### src/rtl/pp_stage_skid.sv
// Handshaked pipeline stage register: main register plus one skid entry, so in_ready is registered.
// Latency one cycle; downstream back-pressure fills the skid entry, then drops in_ready; flush kills both entries.
module pp_stage_skid #(
  parameter int unsigned       WIDTH     = 32,
  parameter logic [WIDTH-1:0]  NOP_VALUE = '0,
  parameter int unsigned       CNT_W     = 8
) (
  input  logic             clock,
  input  logic             reset,
  input  logic             in_valid,
  input  logic [WIDTH-1:0] in_data,
  output logic             in_ready,
  output logic             out_valid,
  output logic [WIDTH-1:0] out_data,
  input  logic             out_ready,
  input  logic             stall,
  input  logic             flush,
  output logic [CNT_W-1:0] discard_cnt
);

  logic             main_valid_q, main_valid_d;
  logic [WIDTH-1:0] main_data_q,  main_data_d;
  logic             skid_valid_q, skid_valid_d;
  logic [WIDTH-1:0] skid_data_q,  skid_data_d;
  logic [CNT_W-1:0] cnt_q,        cnt_d;

  logic accept;
  logic consume;

  assign in_ready    = ~skid_valid_q;
  assign out_valid   = main_valid_q;
  assign out_data    = main_data_q;
  assign discard_cnt = cnt_q;

  assign accept  = in_valid & ~skid_valid_q;
  assign consume = main_valid_q & out_ready & ~stall;

  always_comb begin
    main_valid_d = main_valid_q;
    main_data_d  = main_data_q;
    skid_valid_d = skid_valid_q;
    skid_data_d  = skid_data_q;
    cnt_d        = cnt_q;

    if (flush) begin
      main_valid_d = 1'b0;
      main_data_d  = NOP_VALUE;
      skid_valid_d = 1'b0;
      // Count only flushes that actually killed something; saturate rather than wrap.
      if ((main_valid_q | skid_valid_q) && (cnt_q != {CNT_W{1'b1}})) begin
        cnt_d = cnt_q + CNT_W'(1);
      end
    end else if (skid_valid_q) begin
      if (consume) begin
        main_data_d  = skid_data_q;
        skid_valid_d = 1'b0;
      end
    end else if (main_valid_q) begin
      if (consume) begin
        if (accept) begin
          main_data_d = in_data;
        end else begin
          main_valid_d = 1'b0;
          main_data_d  = NOP_VALUE;
        end
      end else if (accept) begin
        skid_valid_d = 1'b1;
        skid_data_d  = in_data;
      end
    end else if (accept) begin
      main_valid_d = 1'b1;
      main_data_d  = in_data;
    end
  end

  always_ff @(posedge clock) begin
    if (!reset) begin
      main_valid_q <= 1'b0;
      main_data_q  <= NOP_VALUE;
      skid_valid_q <= 1'b0;
      skid_data_q  <= NOP_VALUE;
      cnt_q        <= '0;
    end else begin
      main_valid_q <= main_valid_d;
      main_data_q  <= main_data_d;
      skid_valid_q <= skid_valid_d;
      skid_data_q  <= skid_data_d;
      cnt_q        <= cnt_d;
    end
  end

endmodule

### config.mk
export PLATFORM = sky130hd
export DESIGN_NAME = pp_stage_skid
export DESIGN_NICKNAME = d
export VERILOG_FILES = /design/src/rtl/pp_stage_skid.sv
export SDC_FILE = /design/constraint.sdc
export NUM_CORES = 1
export LEC_CHECK = 0
export ABC_AREA = 1
export CORE_ASPECT_RATIO = 0.7
export CORE_UTILIZATION = 45
export DETAILED_ROUTE_END_ITERATION = 8
export DONT_BUFFER_PORTS = 1
export PLACE_DENSITY = 0.71
export RECOVER_POWER = 100
export SLEW_MARGIN = 20
export SYNTH_ARGS = -nofsm -noshare
export SYNTH_HDL_FRONTEND = slang
export SYNTH_SLANG_ARGS = --single-unit
export TNS_END_PERCENT = 100
### constraint.sdc
create_clock -name clock -period 1.98 [get_ports clock]
set_clock_uncertainty 0.05 [all_clocks]
set_input_delay 0.396 -clock clock [delete_from_list [all_inputs] [get_ports clock]]
set_output_delay 0.396 -clock clock [all_outputs]
set_load 0.01 [all_outputs]
### After elaboration in Yosys (flattened, before gate mapping)

Cells that the tools add are included.

| word-level totals | value |
|---|---|
| word-level logic and storage cells | 37 |
| flip-flop bits (word level) | 74 |
| output and inout port bits | 42 |

| cells by class | value |
|---|---|
| reduce and logical (&&, ||, !) cells | 6 |
| bitwise gates (word level) | 9 |
| eq/ne operators | 3 |
| add/subtract/negate cells | 1 |
| multiplexer cells | 13 |

Operator list:

| cell | number |
|---|---|
| 32-bit two-way mux | 6 |
| 8-bit by 1-bit adder with 8-bit output (second input constant) | 1 |
| 8-bit inequality test (second input constant) | 1 |
| 1-bit two-way mux | 7 |
| 1-bit NOT | 5 |
| 5-bit AND reduction | 1 |
| 2-bit by 1-bit inequality test with 1-bit output (second input constant) | 2 |
| 1-bit bitwise AND | 3 |
| 3-bit AND reduction | 1 |
| 3-bit nonzero test | 1 |
| 2-bit AND reduction | 1 |
| 2-bit OR reduction | 1 |
| 1-bit logical AND | 1 |
| 1-bit bitwise OR | 1 |

### Logic depth before layout (Yosys ltp)

Gate-level depths: netlist (run 1).

| logic depth | value |
|---|---|
| depth in word-level cells | 6 |
| gate-level depth with buffers | 9 |

### Worst setup path after synthesis (run 1)

Ideal clock, no wire load.

| timing | value |
|---|---|
| path kind | register -> register |
| start point | register cnt_q[0] (netlist: discard_cnt[0]) |
| end point | register cnt_q[4] (netlist: discard_cnt[4]) |
| path buffers | 0 |
| slack | 0.539 ns |
| data required time | 1.802 ns |
| arrival time | 1.263 ns |
| cell stages (with the launch flop) | 8 |
| path through | dfxtp_1 ha_1 nand2_1 nor2_1 a21oi_1 nand3_1 nand2_1 nor2_1 |

| between the ends | value |
|---|---|
| longest elaborated chain between the ends | 3 |

Ends and longest elaborated chain:

| what | RTL line | text |
|---|---|---|
| from (decl) | 25 | `logic [CNT_W-1:0] cnt_q, cnt_d;` |
| from (signal assigned) | 88 | `cnt_q <= cnt_d;` |
| branches (longest 3 deep; another with 8-bit by 1-bit adder with 8-bit output) | n/a |  |

Several ways; the timed one is not identified.
A chain may end at the register's enable or synchronous reset.

### Worst setup path after layout (run 1)

| timing | value |
|---|---|
| start point | register skid_valid_q |
| end point | register main_data_q[9] (netlist: out_data[9]) |

| between the ends | value |
|---|---|
| longest elaborated chain between the ends | 6 |

Ends and longest elaborated chain:

| what | RTL line | text |
|---|---|---|
| from (decl) | 23 | `logic skid_valid_q, skid_valid_d;` |
| from (signal assigned) | 86 | `skid_valid_q <= skid_valid_d;` |
| 1-bit NOT (no source line) * | n/a |  |
| via in_ready | 12 | `output logic in_ready,` |
| 1-bit bitwise AND * | 35 | `assign accept = in_valid & ~skid_valid_q;` |
| 32-bit two-way mux | 60 | `if (accept) begin` |
| 32-bit two-way mux | 59 | `if (consume) begin` |
| 32-bit two-way mux | 58 | `end else if (main_valid_q) begin` |
| 32-bit two-way mux | 53 | `end else if (skid_valid_q) begin` |
| to (signal assigned) | 85 | `main_data_q <= main_data_d;` |
| to (decl) | 22 | `logic [WIDTH-1:0] main_data_q, main_data_d;` |

Mark *: on every way through the listed nets, which the timed path passes. The rest lies on a longest branch. The select of a mux whose other input is x is not followed.

==> results of run 1 <==
[logic make-up after synthesis]
kind of cell	share of synthesized area
AO/OA/AOI/OAI	0.2000
adder cells (fa/ha/maj)	0.003890
buffers and inverters	0.09183
flip-flops	0.4607
AND/OR/NAND/NOR	0.2436
[cell usage after synthesis (2+ instances only)]
| master | n | area [um^2] |
|---|---|---|
| sky130_fd_sc_hd__inv_1 | 34 | 127.6 |
| sky130_fd_sc_hd__a31oi_1 | 24 | 150.1 |
| sky130_fd_sc_hd__o21ai_1 | 8 | 40.04 |
| sky130_fd_sc_hd__nor2_2 | 2 | 12.51 |
| sky130_fd_sc_hd__nand4_1 | 2 | 12.51 |
| sky130_fd_sc_hd__a21oi_1 | 62 | 310.3 |
| sky130_fd_sc_hd__inv_2 | 2 | 7.510 |
| sky130_fd_sc_hd__buf_2 | 17 | 85.08 |
| sky130_fd_sc_hd__nor3_1 | 2 | 10.01 |
| sky130_fd_sc_hd__o21ai_0 | 27 | 135.1 |
| sky130_fd_sc_hd__nor2_1 | 31 | 116.4 |
| sky130_fd_sc_hd__buf_1 | 3 | 11.26 |
| sky130_fd_sc_hd__nand2_1 | 94 | 352.8 |
| sky130_fd_sc_hd__nand3_1 | 49 | 245.2 |
| sky130_fd_sc_hd__clkbuf_1 | 9 | 33.78 |
| sky130_fd_sc_hd__dfxtp_1 | 74 | 1481 |
[metal layers]
layer / global-route usage / vias up
li1: - / 1480
met1: 0.2999 / 1321
met2: 0.3578 / 114
met3: 0.08812 / 4
met4: 0.05790 / 0
met5: 0 / -
[critical path, cell delays in order (launching register included)]
cell	delay (ps)
sky130_fd_sc_hd__dfxtp_1	520
sky130_fd_sc_hd__inv_1	320
sky130_fd_sc_hd__nand2_1	150
sky130_fd_sc_hd__nand2_1	80
sky130_fd_sc_hd__buf_4	220
sky130_fd_sc_hd__a31oi_1	190
sky130_fd_sc_hd__a21oi_1	100
[per-stage QoR]
step	power [mW]	instances	cell area (um^2)	worst slack, ps	utilization
5_1_grt	2.827	539	3418	56.25	0.5013
4_1_cts	2.737	539	3427	287.5	0.5026
2_1_floorplan	1.773	450	3216	539.2	-
3_5_place_dp	1.819	526	3287	290.9	0.4820
6_report	2.704	539	3418	235.4	0.5013
3_3_place_gp	1.812	526	3287	408.0	0.4820
[cell usage in the layout (no fill, tap or decap), drive strengths merged]
cell / netlist / routed
clkbuf: 10 / 13
nand4: 2 / 2
nand2: 95 / 95
nor3: 2 / 2
a21oi: 62 / 62
clkinv: 0 / 1
o21ai: 35 / 35
inv: 37 / 37
dfxtp: 74 / 74
or2: 1 / 1
nand3: 50 / 50
buf: 22 / 13
nor2: 34 / 34
ha: 1 / 1
a21boi: 1 / 1
a31oi: 24 / 24
[flip-flops by register name (all words and copies together) (netlist names)]
signal / count
out_valid: 1
skid_data_q: 32
discard_cnt: 8
out_data: 32
skid_valid_q: 1
[power breakdown]
part / internal (mW) / leakage, nW / switching (mW)
logic: 0.0689 / 0.743 / 0.133
registers: 1.53 / 0.601 / 0.0500
clock network: 0.434 / 0.0722 / 0.484
[path summary, 6_finish.rpt]
check                                        to  slack [ps]  cells past startpoint
worst max-delay path                out_data[9]         240                      6
worst min-delay path             discard_cnt[1]         140                      2
worst max register to register      out_data[9]         240                      6
worst min register to register  skid_data_q[18]         410                      2
[cell type report]
cell class                 instances  share of cell area
sequential                        74              0.4334
multi-input combinational        307              0.4209
inverter                          37             0.04063
clock buffer                      12             0.03953
tap                               94             0.03441
timing repair buffer              14             0.02965
clock inverter                     1            0.001464
==> PnR_summary.wiki, run 1 <==
{| class="wikitable"
! Metric !! Value
|-
| Initial core utilization || 0.4716
|-
| RSZ-0062 raised after global routing || no
|-
| Sequential cell area fraction in the yosys report || 0.4607
|-
| Min-Delay Path Class || input pin to flop
|-
| Worst reg2reg startpoint || skid_valid_q
|-
| Multi-input gate area in the final layout || around 1400 um^2
|-
| Routed met2 length || around 3600 um
|-
| FF+latch area || 1481 um^2
|-
| Count of endpoints failing setup in the final report || 0
|-
| TritonCTS clock tree || done
|-
| Status || completed
|-
| #FFs+latches synth || 74
|-
| Post-synthesis net count || between 400 and 500
|-
| GRT Resource Usage Total || 0.2297
|-
| Max VDD drop || roughly 460 uV
|-
| Startpoint of the tightest hold check path || reset
|-
| Routed metal-1 wirelength || 3704 um
|-
| Number of warnings printed during yosys synthesis || 0
|-
| Final hold slack || ~140 ps
|-
| DRC violation count after routing || 0
|-
| Maximum clock insertion buffer count || 2
|-
| Vias/cell || approximately 5.4
|-
| Worst Path Max Fanout || 19
|-
| Clock transition at path regs || around 70 ps
|-
| Count of input and output buffers || 0
|-
| Count of flip-flops with a built-in enable after synthesis || 0
|-
| Fmax || 573.2 MHz
|-
| Worst EP required || 2140 ps
|-
| Number of global-route vias before repair || 2642
|-
| Row count || 25
|-
| Capturing element type of the critical path || flop
|-
| Final Max Slew Viols || 0
|-
| Number of vias after detailed routing || 2919
|-
| Critical setup path kind || flop to flop
|-
| Root buf cell || sky130_fd_sc_hd__clkbuf_8
|-
| IO Pins || 80
|-
| H-tree levels || 3
|-
| Final hold violation count || 0
|-
| Shortest clock period the worst path allows after layout || between 1500 and 2000 ps
|-
| Full die area || around 7500 um^2
|-
| Area growth from synthesis to final layout || 6.304%
|-
| Count of inserted antenna diode cells || 0
|-
| Remaining number of nets flagged by the antenna check after routing || 0
|-
| Resize count post-CTS || 0
|-
| First-pass GRT wire length || approximately 13000 um
|-
| Global route total overflow || 0
|-
| Max-cap violations || 0
|-
| Final HPWL DP || 5374 um
|-
| Post-synthesis async set-or-reset flop share || 0
|-
| Die Ht || slightly above 70 um
|-
| Final RePlAce weighted congestion || approximately 0.81
|-
| Worst relative slew slack || 0.6687
|-
| Highest signal layer in the routed design || met4
|-
| Die Span X || 103.0 um
|-
| Setup_tns || 0 ps
|-
| Per-cell routed wire length || about 15 um
|-
| Iteration count of the initial detailed-routing pass || 5
|-
| Launch point of the worst path || skid_valid_q
|-
| Final Cycle Share || 0.8811
|-
| Number of buffers inserted during clock tree synthesis || 9
|-
| Gate count after technology mapping || 450
|-
| Skew-Pair Late Insertion Delay || about 330 ps
|-
| Cell Area, Synth || between 3000 and 4000 um^2
|-
| Total leakage power || 1.416 nW
|-
| Transition time at the pin with the least slew margin || roughly 500 ps
|-
| Fraction of layout instances using a drive strength above 1 || 0.06966
|-
| Setup fix buffers added after clock tree synthesis || 0
|-
| Core box area || around 6800 um^2
|-
| Number of unique standard cell types used by synthesis || 26
|-
| Number of DRC markers in iteration 0 || approximately 210
|-
| Pin count of the biggest net entering global routing || 34
|-
| Detailed-route wire length || ~8200 um
|-
| Initial antenna violation count || 0
|-
| Number of buffers inserted for hold repair after clock tree synthesis || 0
|-
| Prevailing post-synth register cell || sky130_fd_sc_hd__dfxtp_1
|-
| Fillcell total || about 710
|-
| Power Density || between 700 and 800 nW/um^2
|-
| Total Nets Final || around 480
|-
| Worst setup SP type || flop
|-
| Sink count of the clock tree || 74
|-
| Post-synthesis area per instance || between 7 and 8 um^2
|-
| Detailed-routed wire length on met3 || a little over 800 um
|-
| Critical Path AT || between 1500 and 2000 ps
|}
(Power assumes the default switching activity.)
==> inputs of run 2 (changes only) <==
--- a/config.mk
+++ b/config.mk
@@ -5,7 +5,6 @@
 export SDC_FILE = /design/constraint.sdc
 export NUM_CORES = 1
 export LEC_CHECK = 0
-export ABC_AREA = 1
 export CORE_ASPECT_RATIO = 0.7
 export CORE_UTILIZATION = 45
 export DETAILED_ROUTE_END_ITERATION = 8
==> constraint.sdc (replaced) <==
create_clock -name clock -period 1.98 [get_ports clock]
set_clock_uncertainty 0.05 [all_clocks]
set_input_delay 0.396 -clock clock [delete_from_list [all_inputs] [get_ports clock]]
set_output_delay 0.396 -clock clock [all_outputs]
set_load 0.05 [all_outputs]
==> run 2 against run 1 <==
  * Synthesized cell count fell by 23%
  * Global-route usage fell by 2.3 points
  * Highest routed layer unchanged
  * Setup slack worse by 140 ps
  * Cell area fell by 4.7%
  * Die area is 7.6% lower
==> PnR_summary.wiki, run 2 <==
{| class="wikitable"
! Metric !! Value
|-
| Status || completed (unchanged)
|-
| Final hold slack || 138.7 ps (was 137.9 ps)
|-
| Capturing element type of the critical path || flop (unchanged)
|-
| Critical Path AT || 2100 ps (was 1900 ps)
|-
| Detailed-route wire length || 6740 um (was 8189 um)
|-
| Gate count after technology mapping || 347 (was 450)
|-
| H-tree levels || 3 (unchanged)
|-
| Setup slack, reg-to-reg || 100 ps (was 240 ps)
|-
| Library cell with the largest summed area after synthesis || sky130_fd_sc_hd__dfxtp_1 (unchanged)
|-
| Remaining number of nets flagged by the antenna check after routing || 0 (unchanged)
|-
| Slowest library cell on the worst path || sky130_fd_sc_hd__clkbuf_1 (was sky130_fd_sc_hd__dfxtp_1)
|-
| Power Density || 905.5 nW/um^2 (was 791.2 nW/um^2)
|-
| Max VDD drop || 428.8 uV (was 456.1 uV)
|-
| Setup_tns || 0 ps (unchanged)
|-
| Max-cap violations || 0 (unchanged)
|-
| Worst relative slew slack || 0.5051 (was 0.6687)
|-
| Leading cell type in the layout, fill and taps excluded || sky130_fd_sc_hd__dfxtp_1 (was sky130_fd_sc_hd__nand2_1)
|-
| Post-synthesis area per instance || 8.542 um^2 (was 7.146 um^2)
|-
| Setup fix buffers added after clock tree synthesis || 0 (unchanged)
|-
| Vias/cell || 5.712 (was 5.416)
|-
| Count of input and output buffers || 0 (unchanged)
|-
| Worst setup SP type || flop (unchanged)
|-
| Relative contribution of sequential cells to total power || 0.566 (was 0.586)
|-
| Count of endpoints failing setup in the final report || 0 (unchanged)
|-
| CP max stage delay || 570 ps (was 520 ps)
|-
| Row count || 24 (was 25)
|-
| Skew-Pair Late Insertion Delay || 330 ps (about the same)
|-
| Fillcell total || 607 (was 712)
|-
| Clock transition at path regs || 70 ps (about the same)
|-
| Post-synthesis async set-or-reset flop share || 0 (unchanged)
|-
| Final RePlAce weighted congestion || 0.7141 (was 0.8057)
|-
| Final Max Slew Viols || 0 (unchanged)
|-
| Switching power as a share of total power || 0.2648 (was 0.2467)
|-
| Pin count of the biggest net entering global routing || 39 (was 34)
|-
| DRC violation count after routing || 0 (unchanged)
|-
| Prevailing post-synth register cell || sky130_fd_sc_hd__dfxtp_1 (unchanged)
|-
| Number of unique standard cell types used by synthesis || 34 (was 26)
|-
| Number of warnings printed during yosys synthesis || 0 (unchanged)
|-
| Cell Area, Synth || 2964 um^2 (was 3216 um^2)
|-
| Final Cycle Share || 0.9507 (was 0.8811)
|-
| Internal Power || 2.169 mW (was 2.037 mW)
|-
| RSZ-0062 raised after global routing || no (unchanged)
|-
| Global route total overflow || 0 (unchanged)
|-
| List of most frequent post-synthesis cells || 74 x sky130_fd_sc_hd__dfxtp_1, 68 x sky130_fd_sc_hd__nand2_1, 38 x sky130_fd_sc_hd__a21oi_1, 38 x sky130_fd_sc_hd__nor2_1, 33 x sky130_fd_sc_hd__a211oi_1 (was 94 x sky130_fd_sc_hd__nand2_1, 74 x sky130_fd_sc_hd__dfxtp_1, 62 x sky130_fd_sc_hd__a21oi_1)
|-
| Post-synthesis net count || 386 (was 489)
|-
| Final hold violation count || 0 (unchanged)
|-
| Area growth from synthesis to final layout || 9.920% (was 6.304%)
|-
| Combined buffer and inverter count along the critical path || 1 (was 2)
|-
| Root buf cell || sky130_fd_sc_hd__clkbuf_8 (unchanged)
|-
| Core box area || 6306 um^2 (was 6819 um^2)
|-
| Area fraction of the dominant cell type after synthesis || 0.4998 (was 0.4607)
|-
| Fmax || 531.3 MHz (was 573.2 MHz)
|-
| Top area cells in the synthesized netlist || sky130_fd_sc_hd__dfxtp_1 50%, sky130_fd_sc_hd__nand2_1 8.6%, sky130_fd_sc_hd__a211oi_1 8.4% (was sky130_fd_sc_hd__dfxtp_1 46%, sky130_fd_sc_hd__nand2_1 11%, sky130_fd_sc_hd__a21oi_1 9.6%)
|-
| First-pass GRT wire length || 11270 um (was 13150 um)
|-
| Most used standard cell by instance count after synthesis || sky130_fd_sc_hd__dfxtp_1 (was sky130_fd_sc_hd__nand2_1)
|-
| GRT Resource Usage Total || 0.2071 (was 0.2297)
|-
| Initial core utilization || 0.4700 (was 0.4716)
|-
| Worst Path Max Fanout || 5 (was 19)
|-
| Full die area || 6921 um^2 (was 7493 um^2)
|-
| NetSw || 0.7813 mW (was 0.6672 mW)
|-
| Fraction of layout instances using a drive strength above 1 || 0.09270 (was 0.06966)
|-
| Count of inserted antenna diode cells || 0 (unchanged)
|-
| Most used cells in the layout excluding fill and tap cells || 74 x sky130_fd_sc_hd__dfxtp_1, 68 x sky130_fd_sc_hd__nand2_1, 38 x sky130_fd_sc_hd__nor2_1, 37 x sky130_fd_sc_hd__a21oi_1, 33 x sky130_fd_sc_hd__a211oi_1 (was 93 x sky130_fd_sc_hd__nand2_1, 74 x sky130_fd_sc_hd__dfxtp_1, 62 x sky130_fd_sc_hd__a21oi_1, 49 x sky130_fd_sc_hd__nand3_1, 35 x sky130_fd_sc_hd__inv_1)
|-
| Number of DRC markers in iteration 0 || 73 (was 207)
|-
| Combinational fraction of design power || 0.071 (was 0.075)
|-
| Multi-input gate area in the final layout || 1333 um^2 (was 1439 um^2)
|-
| Number of buffers inserted for hold repair after clock tree synthesis || 0 (unchanged)
|-
| Total Nets Final || 392 (was 482)
|-
| Total leakage power || 1.169 nW (was 1.416 nW)
|-
| Family with the most delay on the worst path || simple AND/OR/NAND/NOR gates (was buffers and inverters)
|-
| Iteration count of the initial detailed-routing pass || 4 (was 5)
|-
| Transition time at the pin with the least slew margin || 742.4 ps (was 497.0 ps)
|-
| Per-cell routed wire length || 15.53 um (was 15.19 um)
|-
| Final HPWL DP || 4641 um (was 5374 um)
|-
| Proportion of power drawn by the clock network || 0.363 (was 0.339)
|-
| Worst EP required || 2200 ps (was 2140 ps)
|-
| Min-Delay Path Class || input pin to flop (unchanged)
|-
| Shortest clock period the worst path allows after layout || 1882 ps (was 1745 ps)
|-
| TritonCTS clock tree || done (unchanged)
|-
| Die Span X || 99.01 um (was 103.0 um)
|-
| Die Ht || 69.91 um (was 72.73 um)
|-
| Maximum clock insertion buffer count || 2 (unchanged)
|-
| Number of buffers inserted during clock tree synthesis || 9 (unchanged)
|-
| #FFs+latches synth || 74 (unchanged)
|-
| Initial antenna violation count || 0 (unchanged)
|-
| Sink count of the clock tree || 74 (unchanged)
|-
| FF+latch area || 1481 um^2 (unchanged)
|-
| Critical setup path kind || flop to flop (unchanged)
|-
| Number of vias after detailed routing || 2479 (was 2919)
|-
| Number of global-route vias before repair || 2348 (was 2642)
|-
| End-of-flow core utilization || 0.5167 (was 0.5013)
|-
| Count of flip-flops with a built-in enable after synthesis || 0 (unchanged)
|-
| IO Pins || 80 (unchanged)
|-
| Sequential cell area fraction in the yosys report || 0.4998 (was 0.4607)
|-
| Critical path, cell by cell || clkbuf_1, nand2_1, or4_1, a21oi_1 (was inv_1, nand2_1, nand2_1, buf_4, a31oi_1, a21oi_1)
|}
-- run 2: path summary, 6_finish.rpt --
check / end / from / cells after the start
worst min register to register: skid_data_q[23] / skid_data_q[23] / 2
worst max-delay path: discard_cnt[5] / discard_cnt[3] / 4
worst max register to register: discard_cnt[5] / discard_cnt[3] / 4
worst min-delay path: skid_data_q[6] / in_data[6] / 2
-- run 2: repair_timing --
item / 4_1_cts / 5_1_grt
gates resized for setup: 1 / 0
endpoints found under the hold margin: 0 / 0
endpoints found under the setup margin: 1 / 0
-- run 2: cells by family after synthesis --
family,share of synthesized area
and+or+nand+nor,0.1735
AOI/OAI and AO/OA,0.2537
DFF,0.4998
buffers and inverters,0.05614
xor gates and xnor gates,0.005911
muxes,0.006754
adders and majority gates,0.004221
-- run 2: power groups by stage --
stage	combinational, mW	sequential (mW)	clock (mW)
final	0.208	1.67	1.07
after global routing	0.237	1.68	1.18
after CTS	0.215	1.67	1.11
after detailed placement	0.215	1.71	0
after global placement	0.211	1.70	0
after floorplan	0.159	1.70	0
-- run 2: worst reg2reg max path, stage by stage (launching register included) --
cell and delay (ps):
sky130_fd_sc_hd__dfxtp_1 330, sky130_fd_sc_hd__clkbuf_1 570, sky130_fd_sc_hd__nand2_1 170, sky130_fd_sc_hd__or4_1 550
sky130_fd_sc_hd__a21oi_1 150
-- run 2: per-stage QoR --
stage          area [um^2]  setup slack [ps]  std cells  power, mW
2_1_floorplan         2964             85.85        347      1.862
3_3_place_gp          3131             295.0        420      1.914
3_5_place_dp          3131             205.3        420      1.920
4_1_cts               3307             80.87        434      2.991
5_1_grt               3258             13.34        434      3.088
6_report              3258             97.70        434      2.950
-- run 2: routing by layer --
| metal | track usage | vias to the layer above | part of all wire |
|---|---|---|---|
| met4 | 0.06965 | 0 | 0.0085 |
| met2 | 0.3178 | 92 | 0.46 |
| li1 | - | 1236 | - |
| met3 | 0.09409 | 6 | 0.11 |
| met1 | 0.2583 | 1145 | 0.43 |
| met5 | 0 | - | 0 |
-- run 2: area by class of cell --
type,count,area share
sequential,74,0.4547
multi-input combinational,240,0.4090
tap,78,0.02995
clock buffer,10,0.03917
inverter,4,0.004608
clock inverter,4,0.01382
timing repair buffer,24,0.04877
